$ cat config.mk
export PLATFORM = sky130hd
export DESIGN_NAME = fetch_buffer
export DESIGN_NICKNAME = d
export VERILOG_FILES = /design/src/rtl/fetch_pkg.sv /design/src/rtl/fetch_slot_queue.sv /design/src/rtl/fetch_buffer.sv
export SDC_FILE = /design/constraint.sdc
export NUM_CORES = 1
export LEC_CHECK = 0
export ABC_AREA = 1
export BUFFER_PORTS_ARGS = -buffer_cell sky130_fd_sc_hd__buf_4
export CAP_MARGIN = 10
export CORE_UTILIZATION = 55
export CTS_CLUSTER_DIAMETER = 50
export CTS_CLUSTER_SIZE = 25
export DETAILED_ROUTE_END_ITERATION = 8
export PLACE_DENSITY = 0.77
export SYNTH_ARGS = -nofsm -noshare
export SYNTH_HDL_FRONTEND = slang
export SYNTH_SLANG_ARGS = --single-unit
export TNS_END_PERCENT = 10
$ cat constraint.sdc
create_clock -name clk -period 6.69 [get_ports clk]
set_input_delay 0.669 -clock clk [delete_from_list [all_inputs] [get_ports clk]]
set_output_delay 0.669 -clock clk [all_outputs]
set_load 0.02 [all_outputs]
$ cat src/rtl/fetch_pkg.sv
// fetch_pkg: shared types and constants for the instruction fetch buffer.
package fetch_pkg;

   // Canonical RISC-V NOP (addi x0, x0, 0), used to stand in for a misaligned fetch.
   localparam logic [31:0] NOP_INST = 32'h0000_0013;

   // One queue entry: the fetch PC, the returned instruction and its state.
   typedef struct packed {
      logic [31:0] pc;
      logic [31:0] data;
      logic        filled;
      logic        misaligned;
   } fetch_slot_t;

endpackage

$ cat src/rtl/fetch_slot_queue.sv
// fetch_slot_queue: in-order slot storage for fetched instructions.
// Slots are reserved at the tail, filled oldest-unfilled-first, popped at the head.
module fetch_slot_queue
   import fetch_pkg::*;
#(
   parameter int DEPTH = 4
) (
   input  logic                     clk,
   input  logic                     reset,
   input  logic                     clear,
   input  logic                     reserve,
   input  logic [31:0]              reservePc,
   input  logic                     reserveFilled,
   input  logic [31:0]              reserveData,
   input  logic                     reserveMisaligned,
   input  logic                     fill,
   input  logic [31:0]              fillData,
   input  logic                     pop,
   output logic                     headValid,
   output logic [31:0]              headPc,
   output logic [31:0]              headData,
   output logic                     headMisaligned,
   output logic [$clog2(DEPTH):0]   reserved,
   output logic [$clog2(DEPTH):0]   unfilled
);

   localparam int PW = $clog2(DEPTH);
   localparam int CW = PW + 1;
   localparam logic [PW-1:0] PTR_ONE = 1;

   fetch_slot_t   slots [DEPTH];
   logic [PW-1:0] headPtr;
   logic [PW-1:0] tailPtr;
   logic [PW-1:0] fillPtr;
   logic [PW-1:0] scanIdx;
   logic          fillFound;
   logic          popEn;

   assign headValid      = (reserved != '0) && slots[headPtr].filled;
   assign headPc         = slots[headPtr].pc;
   assign headData       = slots[headPtr].data;
   assign headMisaligned = slots[headPtr].misaligned;
   assign popEn          = pop && headValid;

   // Walk occupied slots from the head: locate the oldest unfilled one and count unfilled.
   // Misaligned slots are filled at reservation, so unfilled slots need not be contiguous.
   always_comb begin
      fillFound = 1'b0;
      fillPtr   = headPtr;
      scanIdx   = headPtr;
      unfilled  = '0;
      for (int i = 0; i < DEPTH; i++) begin
         scanIdx = headPtr + PW'(i);
         if ((CW'(i) < reserved) && !slots[scanIdx].filled) begin
            unfilled = unfilled + CW'(1);
            if (!fillFound) begin
               fillFound = 1'b1;
               fillPtr   = scanIdx;
            end
         end
      end
   end

   // Slot state and pointers: reserve at tail, fill oldest unfilled, pop at head.
   always_ff @(posedge clk) begin
      if (reset || clear) begin
         headPtr  <= '0;
         tailPtr  <= '0;
         reserved <= '0;
         for (int i = 0; i < DEPTH; i++) begin
            slots[i].filled <= 1'b0;
         end
      end else begin
         if (reserve) begin
            slots[tailPtr] <= '{pc: reservePc, data: reserveData,
                               filled: reserveFilled, misaligned: reserveMisaligned};
            tailPtr <= tailPtr + PTR_ONE;
         end
         if (fill && fillFound) begin
            slots[fillPtr].data   <= fillData;
            slots[fillPtr].filled <= 1'b1;
         end
         if (popEn) begin
            headPtr <= headPtr + PTR_ONE;
         end
         reserved <= reserved + CW'(reserve) - CW'(popEn);
      end
   end

endmodule

$ cat src/rtl/fetch_buffer.sv
// fetch_buffer: fetch stage between ProgramCounter and decode. Issues requests to a
// req/gnt/rvalid instruction memory, queues DEPTH instructions tagged with their PC,
// and discards queued and in-flight instructions on a redirect flush.
// Optional build macro FETCH_MISALIGN_CHECK_EN: a misaligned pc yields a local NOP
// slot flagged misaligned instead of a memory request.
module fetch_buffer
   import fetch_pkg::*;
#(
   parameter int DEPTH = 4
) (
   input  logic        clk,
   input  logic        reset,
   input  logic [31:0] pc,
   output logic        pcAdvance,
   input  logic        flush,
   output logic        imemReq,
   output logic [31:0] imemAddr,
   input  logic        imemGnt,
   input  logic        imemRvalid,
   input  logic [31:0] imemRdata,
   output logic        instValid,
   output logic [31:0] instData,
   output logic [31:0] instPc,
   input  logic        instReady,
   output logic        instMisaligned
);

   localparam int CW = $clog2(DEPTH) + 1;
   localparam logic [CW:0] SUM_MAX = {1'b0, {CW{1'b1}}};

   logic [CW-1:0] reserved;
   logic [CW-1:0] unfilled;
   logic [CW-1:0] dropCnt;
   logic [CW-1:0] flushDrop;
   logic [CW:0]   dropSum;
   logic          misalignedPc;
   logic          slotFree;
   logic          grant;
   logic          misReserve;
   logic          fillEn;
   logic          headValid;

`ifdef FETCH_MISALIGN_CHECK_EN
   logic          headMisaligned;
   assign misalignedPc   = (pc[1:0] != 2'b00);
   assign instMisaligned = headValid && headMisaligned;
`else
   assign misalignedPc   = 1'b0;
   assign instMisaligned = 1'b0;
`endif

   // A slot is always kept for every outstanding request, so memory is never stalled.
   assign slotFree   = (reserved < CW'(DEPTH));
   assign imemReq    = !reset && !flush && slotFree && !misalignedPc;
   assign misReserve = !reset && !flush && slotFree && misalignedPc;
   assign imemAddr   = {pc[31:2], 2'b00};
   assign grant      = imemReq && imemGnt;
   assign pcAdvance  = grant || misReserve;
   assign fillEn     = imemRvalid && (dropCnt == '0) && !flush;
   assign instValid  = headValid;

   // Responses owed after a flush: pending drops plus unfilled slots, minus one answered now.
   // Back-to-back flushes could exceed the counter, so the total saturates.
   always_comb begin
      dropSum = {1'b0, dropCnt} + {1'b0, unfilled};
      if (imemRvalid && (dropSum != '0)) begin
         dropSum = dropSum - 1'b1;
      end
      if (dropSum > SUM_MAX) begin
         flushDrop = SUM_MAX[CW-1:0];
      end else begin
         flushDrop = dropSum[CW-1:0];
      end
   end

   // Count of in-flight responses that belong to flushed fetches and must be discarded.
   always_ff @(posedge clk) begin
      if (reset) begin
         dropCnt <= '0;
      end else if (flush) begin
         dropCnt <= flushDrop;
      end else if (imemRvalid && (dropCnt != '0)) begin
         dropCnt <= dropCnt - CW'(1);
      end
   end

   fetch_slot_queue #(.DEPTH(DEPTH)) slotQueue (
      .clk               (clk),
      .reset             (reset),
      .clear             (flush),
      .reserve           (grant || misReserve),
      .reservePc         (pc),
      .reserveFilled     (misReserve),
      .reserveData       (NOP_INST),
      .reserveMisaligned (misReserve),
      .fill              (fillEn),
      .fillData          (imemRdata),
      .pop               (instReady && !flush),
      .headValid         (headValid),
      .headPc            (instPc),
      .headData          (instData),
`ifdef FETCH_MISALIGN_CHECK_EN
      .headMisaligned    (headMisaligned),
`else
      .headMisaligned    (),
`endif
      .reserved          (reserved),
      .unfilled          (unfilled)
   );

endmodule

[Word-level counts from Yosys, hierarchy flattened]
Memories as Yosys holds them, arrays and structs flattened. A register that Yosys moved wholly into a read port is not among the register bits.
Cells that the tools add are included.
Operators by class
  add/sub/neg operators: 12
  $lt $le $gt $ge: 6
  muxes and demuxes: 34
  reduce and logical (&&, ||, !) cells: 29
Operators by type and width (count)
  2-to-1 mux 65 bit: 2
  OR reduction 65 bit: 2
  2-to-1 mux 2 bit: 11
  2-to-1 mux 3 bit: 7
  logical AND 1 bit: 15
  2-to-1 mux 1 bit: 13
  adder 3 x 1 -> 3 bit (second input constant): 2
  logical NOT 1 bit: 6
  < comparator 1 x 3 -> 1 bit (first input constant): 2
  < comparator 2 x 3 -> 1 bit (first input constant): 2
  nonzero test 3 bit: 2
  adder 2 x 1 -> 2 bit (second input constant): 2
  adder 2 bit (second input constant): 2
  adder 3 x 3 -> 4 bit: 1
  > comparator 4 x 3 -> 1 bit (second input constant): 1
  2-to-1 mux 4 bit: 1
  nonzero test 4 bit: 1
  subtractor 4 x 1 -> 4 bit (second input constant): 1
  adder 3 x 1 -> 3 bit: 1
  logical NOT 3 bit: 1
  < comparator 3 bit (second input constant): 1
  subtractor 3 x 1 -> 3 bit: 1
  subtractor 3 x 1 -> 3 bit (second input constant): 1
  adder 1 x 1 -> 2 bit (second input constant): 1
  2 further kinds: 2
Word-level totals
  register bits: 10
  memory bits (writable): 260
  logic and storage cells: 86
  memories kept: 1
Memories
  slotQueue.slots: depth 4, bits a word 65, rd ports 4, clocked after Yosys merged registers in 1, write ports 4, line fetch_slot_queue.sv:31  | fetch_slot_t slots [DEPTH];

[Logic depth before layout (Yosys ltp)]
Gate-level depths: netlist (run 1).
  word-level depth: 16
  depth in mapped cells: 24

[Hierarchy]
A second synthesis (run 1) with hierarchy kept.
Unflattened totals
  cells, all modules: 1589
  area, all modules: 14276.2 um^2
By module, submodules not included
  fetch_slot_queue: instances 1, cells each 1470, area an instance 13516.7 um^2
  fetch_buffer: instances 1, cells each 119, area an instance 759.5 um^2

[Worst setup path after synthesis (run 1)]
Ideal clock, no wire load.
  path kind: input-to-reg
  from: in flush
  to: mem slotQueue.slots[1][10] (netlist name), enable pin
  library setup time: 0.389 ns
  arrival: 4.113 ns
  data required time: 6.301 ns
  path slack: 2.188 ns
  stages: 9
  cells stage by stage: nor2_1 > inv_2 > nor2_1 > nand2_1 > nor2_1 > inv_1 > nor2_1 > inv_1 > nand2_1
RTL lines
  start, declared: line fetch_buffer.sv:15  | input logic flush,
  end, declared: line fetch_slot_queue.sv:31

==> summary.txt, run 1 <==
Timing
  • Final Hold Vio Count: 0
  • Final setup fails: 0
  • Max_slew headroom: between 20 and 30%
  • Max-slew violation count: 0
  • Clock Skews: 13.9 ps
  • Worst Tran Pin Value: between 1000 and 1500 ps
  • Setup TNS: 0 ps
  • Min Tclk post-route: between 4000 and 5000 ps
  • RSZ-0062 raised after global routing: no
  • Fmax: 223 MHz
  • Final period util: about two thirds

Logic synthesis
  • Sequential share of the synthesized area: roughly two thirds
  • Top cells by count, synth: 256 x edfxtp_1, 242 x nor2_1, 141 x o21ai_0, 69 x inv_1, 69 x nand2_1
  • Synth area leader: edfxtp_1
  • Top cells by area, synth: edfxtp_1 63%, nor2_1 7.5%, o21ai_0 5.8%
  • EDFF count, synth: around 260
  • Synthesized area: around 12,000 sq um
  • Predominant post-synthesis flop cell: edfxtp_1
  • Mapped Avg Cell Area: 11.3 sq um
  • Yosys cell types: 39
  • Asr flop ratio synth: 0%
  • Area share of the largest cell type after synthesis: 63.3%
  • Most common cell in the netlist: edfxtp_1
  • FF+latch count, synth: around 270
  • Cells after Synth: about 1,100
  • Yosys warnings: 0

CTS
  • CTS Root Cell: clkbuf_16
  • CTS clk-pin slew, worst paths: around 70 ps
  • Num Clock Sinks: around 270
  • CTS tree: yes
  • Number of hold buffers added after CTS: 0
  • Clock Path Buffers: 3
  • Post_cts resized: 0
  • Clk_lat worst skew: 520 ps
  • H-tree levels: 1
  • Post-CTS Setup Inserts: 0
  • Clock buffer count from CTS: 25

Routing
  • WL final: about 27,000 um
  • Per-cell routed wire length: about 18 um
  • Vias: between 8,000 and 9,000
  • DRC Markers: 0
  • First drt pass iteration count: 5
  • Drt via density: about 5.6
  • Detail Route Antenna Nets: 0
  • DRT iter0 DRCs: ~780

Global routing
  • Largest net degree at the start of global routing: between 100 and 150
  • First-pass GRT wire length: approximately 42,000 um
  • Initial antenna violation count: 0
  • Total track usage: 23.8%
  • Grt ovf: 0
  • Vias in the first global route: slightly above 8,000

Place
  • Gp weighted congestion: 0.876
  • I/O Buffers: 166
  • Placed wire-length estimate: roughly 16,000 um

Setup path
  • Worst path most repeated cell: nand2_1
  • Crit-path cells: inv_4 > nand2_1 > nand3_1 > nand2_1 > a21oi_1 > ha_1 > or2_2 > nand2_1 > inv_1 > ha_1 > o21ai_0 > fa_1 > ha_1 > inv_1 > nor2_1 > a21oi_1 > nand2_1 > nand2_1 > nand2_1 > o21ai_0 > a21oi_1
  • Crit path max-delay family: adder cells
  • Critical path fanouts, max: 63
  • Worst Path Buf+Inv: 3
  • R2r setup slk: 2200 ps
  • CP max stage delay: 500 ps
  • Setup crit end kind: register
  • Slowest CP cell: fa_1
  • Setup crit start kind: register
  • Critical Path AT: between 4000 and 5000 ps
  • Critical path class: reg -> reg
  • Critical Path RT: slightly above 7000 ps

Cells and area
  • Diodes inserted: 0
  • Net count, final: roughly 1,300
  • Area growth syn-to-layout: 17.0%
  • Layout cell share with drive strength beyond 1: 23.4%
  • Layout Utilization: 66.5%

Power
  • Maximum vdd drop: approximately 0.19 mV
  • Pwr Density: approximately 250 nW/um^2
  • LEAKAGE: between 0.005 and 0.006 uW

Floorplan
  • Ports: 170
  • DIE WIDTH: approximately 150 um
  • # rows: between 50 and 60
  • Core area: between 20,000 and 25,000 sq um
  • Die height: about 150 um
  • Die ar.: approximately 23,000 sq um
  • Initial Util: a little under three fifths

Run
  • Total of max-cap violations: 0

Run status
  • Status: finished clean

Hold path
  • Hold Crit Class: in -> reg
sequential cells by signal, indices dropped and copies added (netlist names), named ones only:
| signal | count |
|---|---|
| slotQueue.headPtr | 2 |
| slotQueue.tailPtr | 2 |
| slotQueue.reserved | 3 |
| dropCnt | 3 |
| slotQueue.slots | 260 |
power by group:
group | internal, uW | switching [uW] | leakage (uW) | total [uW]
Clock | 813 | 653 | 0.000408 | 1470
Sequential | 1870 | 7.22 | 0.00231 | 1870
Combinational | 81.3 | 123 | 0.00253 | 204
Total | 2760 | 783 | 0.00525 | 3540
area by class of cell:
class	count	area, sq um
multi-input cells	644	3370
well taps	275	344
flip-flops and latches	272	8010
repair buffers	177	1330
fillers	1572	7150
inverters	73	289
clock buffers	29	661
clock inverters	17	199
cells by family (layout without fill, tap and decap cells):
logic type,count (synthesis),count (layout),synth area share [%]
and+or+nand+nor,395,395,15.0
DFF,272,272,66.0
AOI/OAI and AO/OA,225,225,10.0
buffers and inverters,163,296,6.77
adders and majority gates,17,17,1.88
xor gates and xnor gates,4,4,0.289
other,1,3,0.0309
layout by cell type (no fill, tap or decap), types with 3 or more instances in the layout:
cell	count
inv_6	4
nand2_1	67
nand4_1	14
edfxtp_1	256
nor2_4	27
a21oi_1	14
clkinvlp_4	4
conb_1	3
nand3_1	20
inv_4	3
clkbuf_16	25
o22ai_1	64
inv_1	67
inv_8	3
nand2_2	15
buf_4	177
nor2_1	238
dfxtp_1	14
ha_1	15
o21ai_0	139
nand2_4	4
clkinv_4	4
through the flow:
stage	std cells	hold slack (ps)	cell area (sq um)	total power (uW)	setup WS [ps]
after CTS	1487	326	14200	3560	2270
after detailed placement	1441	468	13300	2110	2290
after global placement	1441	461	13300	2110	2420
after global routing	1487	333	14200	3640	1710
after floorplan	1079	450	12100	2030	2190
final	1487	337	14200	3540	2200
layer usage:
metal | up-vias | GRT usage [%] | routed length, um
met5 | - | 0 | 0
met4 | 0 | 6.36 | 557
met2 | 270 | 42.0 | 13400
met1 | 4034 | 30.6 | 11100
li1 | 3959 | - | -
met3 | 48 | 3.61 | 1800
path summary, 6_finish.rpt:
path	start	end	depth (start not counted)
setup / recovery	register	dropCnt[0]	21
hold / removal	reset	dropCnt[0]	2
setup reg to reg	register	dropCnt[0]	21
hold reg to reg	slotQueue.tailPtr[0]	slotQueue.tailPtr[0]	2
Note: power is estimated with default switching activity, not from simulation.
==> run 2: changes to the inputs <==
--- a/config.mk
+++ b/config.mk
@@ -5,14 +5,14 @@
 export SDC_FILE = /design/constraint.sdc
 export NUM_CORES = 1
 export LEC_CHECK = 0
-export ABC_AREA = 1
+export ABC_AREA = 0
 export BUFFER_PORTS_ARGS = -buffer_cell sky130_fd_sc_hd__buf_4
 export CAP_MARGIN = 10
-export CORE_UTILIZATION = 55
+export CORE_UTILIZATION = 52
 export CTS_CLUSTER_DIAMETER = 50
 export CTS_CLUSTER_SIZE = 25
 export DETAILED_ROUTE_END_ITERATION = 8
-export PLACE_DENSITY = 0.77
+export PLACE_DENSITY = 0.76
 export SYNTH_ARGS = -nofsm -noshare
 export SYNTH_HDL_FRONTEND = slang
 export SYNTH_SLANG_ARGS = --single-unit
==> constraint.sdc (replaced) <==
create_clock -name clk -period 3.9 [get_ports clk]
set_input_delay 0.39 -clock clk [delete_from_list [all_inputs] [get_ports clk]]
set_output_delay 0.39 -clock clk [all_outputs]
set_load 0.02 [all_outputs]
==> run 2 against run 1 <==
Cell area is 0.60% higher. Final cell count fell by 24%. Routed wire length is 12% lower. Power up 77%.
==> summary.txt, run 2 <==
Run status
  • Status: finished clean

CTS
  • CTS tree: yes
  • Clock Path Buffers: 3 (unchanged)
  • Clock buffer count from CTS: 27 (+8.0%)
  • H-tree levels: 1 (unchanged)
  • CTS Root Cell: clkbuf_16
  • Num Clock Sinks: 272 (unchanged)
  • Clk_lat worst skew: 530 ps (about the same)
  • CTS clk-pin slew, worst paths: 70 ps (about the same)

Routing
  • WL final: 23,600 um (-12%)
  • Detail Route Antenna Nets: 0 (unchanged)
  • Drt via density: 5.61 (+0.33%)
  • Vias: 6,370 (-23%)
  • Per-cell routed wire length: 20.8 um (+15%)
  • DRC Markers: 0 (unchanged)
  • DRT iter0 DRCs: 417 (-47%)
  • First drt pass iteration count: 5 (unchanged)

Timing
  • RSZ-0062 raised after global routing: yes
  • Max-slew violation count: 0 (unchanged)
  • Worst Tran Pin Value: 1000 ps (-116 ps)
  • Final setup fails: 0 (unchanged)
  • Clock Skews: 10.4 ps (-3.45 ps)
  • Min Tclk post-route: 3730 ps (-760 ps)
  • Final period util: 95.6% (+29 points)
  • Setup WS post-layout: 170 ps (-2030 ps)
  • Fmax: 268 MHz (+20%)
  • Max_slew headroom: 33.0% (+8.0 points)
  • Final Hold Vio Count: 0 (unchanged)
  • Setup TNS: 0 ps (unchanged)

Place
  • Placed wire-length estimate: 14,900 um (-4.7%)
  • I/O Buffers: 166 (unchanged)
  • Gp weighted congestion: 0.813 (-7.3%)
  • Pre-CTS setup slack: -56.3 ps (-2350 ps)

Global routing
  • Total track usage: 20.3% (-3.6 points)
  • Initial antenna violation count: 0 (unchanged)
  • Largest net degree at the start of global routing: 65 (-40%)
  • Vias in the first global route: 6,693 (-19%)
  • Grt ovf: 0 (unchanged)
  • First-pass GRT wire length: 36,400 um (-13%)

Setup path
  • Critical path class: reg -> reg
  • Setup crit start kind: register
  • Critical Path RT: 4300 ps (-2800 ps)
  • Setup crit end kind: register
  • Critical Path AT: 4130 ps (-770 ps)
  • Critical path fanouts, max: 6 (-90%)

Power
  • LEAKAGE: 0.00511 uW (-2.8%)
  • Maximum vdd drop: 0.305 mV (+62%)
  • Pwr Density: 438 nW/um^2 (+76%)
  • Pwr Total: 6260 uW (+77%)

Logic synthesis
  • Post-synthesis compound-gate area fraction: 2.38% (-7.7 points)
  • Synthesized-area fraction occupied by and/or/nand/nor cells: 9.19% (-5.8 points)
  • Sequential share of the synthesized area: 67.0% (+1.1 points)
  • Cells after Synth: 680 (-37%)
  • Asr flop ratio synth: 0% (unchanged)
  • Most common cell in the netlist: edfxtp_1
  • Predominant post-synthesis flop cell: edfxtp_1
  • Yosys cell types: 55 (+41%)
  • FF+latch count, synth: 272 (unchanged)
  • Yosys warnings: 0 (unchanged)
  • EDFF count, synth: 256 (unchanged)
  • Area share of the largest cell type after synthesis: 64.3% (+1.0 points)
  • Synthesized area: 11,900 sq um (-1.6%)
  • Top cells by area, synth: edfxtp_1 64%, mux4_2 12%, and2_1 5.8%
  • Mapped Avg Cell Area: 17.6 sq um (+56%)
  • Mux cell area share after synthesis: 14.2% (+14 points)
  • Xor/xnor cell area share of the yosys netlist: 0.733% (+0.44 points)
  • Largest family of logic cells by synthesized area: multiplexers
  • Top cells by count, synth: 256 x edfxtp_1, 110 x and2_1, 66 x mux4_2, 33 x buf_4, 24 x inv_1
  • Synth area leader: edfxtp_1
  • Synth Area in Adders: 1.91% (+0.030 points)

Cells and area
  • Area growth syn-to-layout: 19.6%
  • Net count, final: 920 (-28%)
  • Largest regs: slotQueue.slots: 260 flops, dropCnt: 3 flops, slotQueue.reserved: 3 flops
  • Max FFs per register: 260 (unchanged)
  • Fillers: 1,586 (+0.89%)
  • Diodes inserted: 0 (unchanged)
  • Layout cell share with drive strength beyond 1: 40.7% (+17 points)
  • Most common cell after layout, fill and taps aside: edfxtp_1
  • Commonest cells after routing, fill and taps aside: 256 x edfxtp_1, 188 x buf_4, 110 x and2_1
  • Most flop-heavy register: slotQueue.slots
  • Layout Utilization: 63.3% (-3.2 points)

Floorplan
  • Core area: 22,600 sq um (+5.7%)
  • Die ar.: 23,600 sq um (+4.1%)
  • Ports: 170 (unchanged)
  • Initial Util: 52.9% (-3.9 points)
  • # rows: 55 (+3.8%)
  • DIE WIDTH: 154 um (+2.0%)
  • Die height: 154 um (+2.0%)

Run
  • Total of max-cap violations: 0 (unchanged)

Hold path
  • Hold Crit Class: in -> reg
-- run 2: cell families (layout without fill, tap and decap cells) --
group / after synthesis / after routing
adders and majority gates: 17 / 17
and+or+nand+nor: 176 / 176
muxes: 83 / 83
DFF: 272 / 272
buffers and inverters: 90 / 259
other: 1 / 3
AOI/OAI and AO/OA: 31 / 31
xor gates and xnor gates: 10 / 10
-- run 2: stage by stage --
step / area (sq um) / instances / hold slack (ps)
global route: 14300 / 1136 / 45.2
floorplan: 12000 / 682 / 462
CTS: 14300 / 1135 / 42.6
detailed placement: 13300 / 1087 / 518
finish: 14300 / 1136 / 65.2
global placement: 13300 / 1087 / 513
-- run 2: area by class of cell --
| type | count | area, sq um | area share (%) |
|---|---|---|---|
| sequential | 272 | 8020 | 56.1 |
| multi-input combinational | 320 | 3450 | 24.1 |
| timing repair buffer | 188 | 1410 | 9.87 |
| clock buffer | 27 | 676 | 4.73 |
| tap | 285 | 357 | 2.49 |
| clock inverter | 20 | 292 | 2.04 |
| inverter | 24 | 90.1 | 0.630 |
-- run 2: path summary, 6_finish.rpt --
path | cells past startpoint | endpoint | slack [ps] | from
worst max register to register | 14 | dropCnt[1] | 170 | slotQueue.slots[0][0]
worst min-delay path | 2 | dropCnt[0] | 70 | reset
worst max-delay path | 14 | dropCnt[1] | 170 | slotQueue.slots[0][0]
worst min register to register | 2 | slotQueue.tailPtr[1] | 530 | slotQueue.tailPtr[1]
-- run 2: layer usage --
layer  global-route usage (%)  vias up  routed length (um)
li1                         -     2865                   -
met5                        0        -                   0
met1                     25.2     3255                9350
met4                     5.62        0                 556
met3                     4.26       36                1380
met2                     35.9      214               12400
-- run 2: power breakdown --
| part | internal, uW | total (uW) | switching (uW) |
|---|---|---|---|
| clock network | 1450 | 2710 | 1260 |
| logic | 157 | 344 | 187 |
| registers | 3190 | 3200 | 10.5 |
| total | 4800 | 6260 | 1460 |
-- run 2: timing repair --
action / CTS / global route
setup buffers: 1 / 1
endpoints found under the hold margin: 0 / 0
pin swaps: 0 / 1
endpoints found under the setup margin: 1 / 34
hold buffers: 0 / 0
resized for setup: 3 / 11
-- run 2: critical path, stage by stage, from the launching register on --
cell and delay (ps):
dfxtp_1 370, mux4_2 490, a21o_1 200, inv_1 90, ha_1 270, xor2_2 210, ha_1 330, mux2_2 280
inv_1 70, fa_2 480, ha_4 210, a31oi_2 150, mux2i_1 120, o311ai_1 220, o21ai_1 110
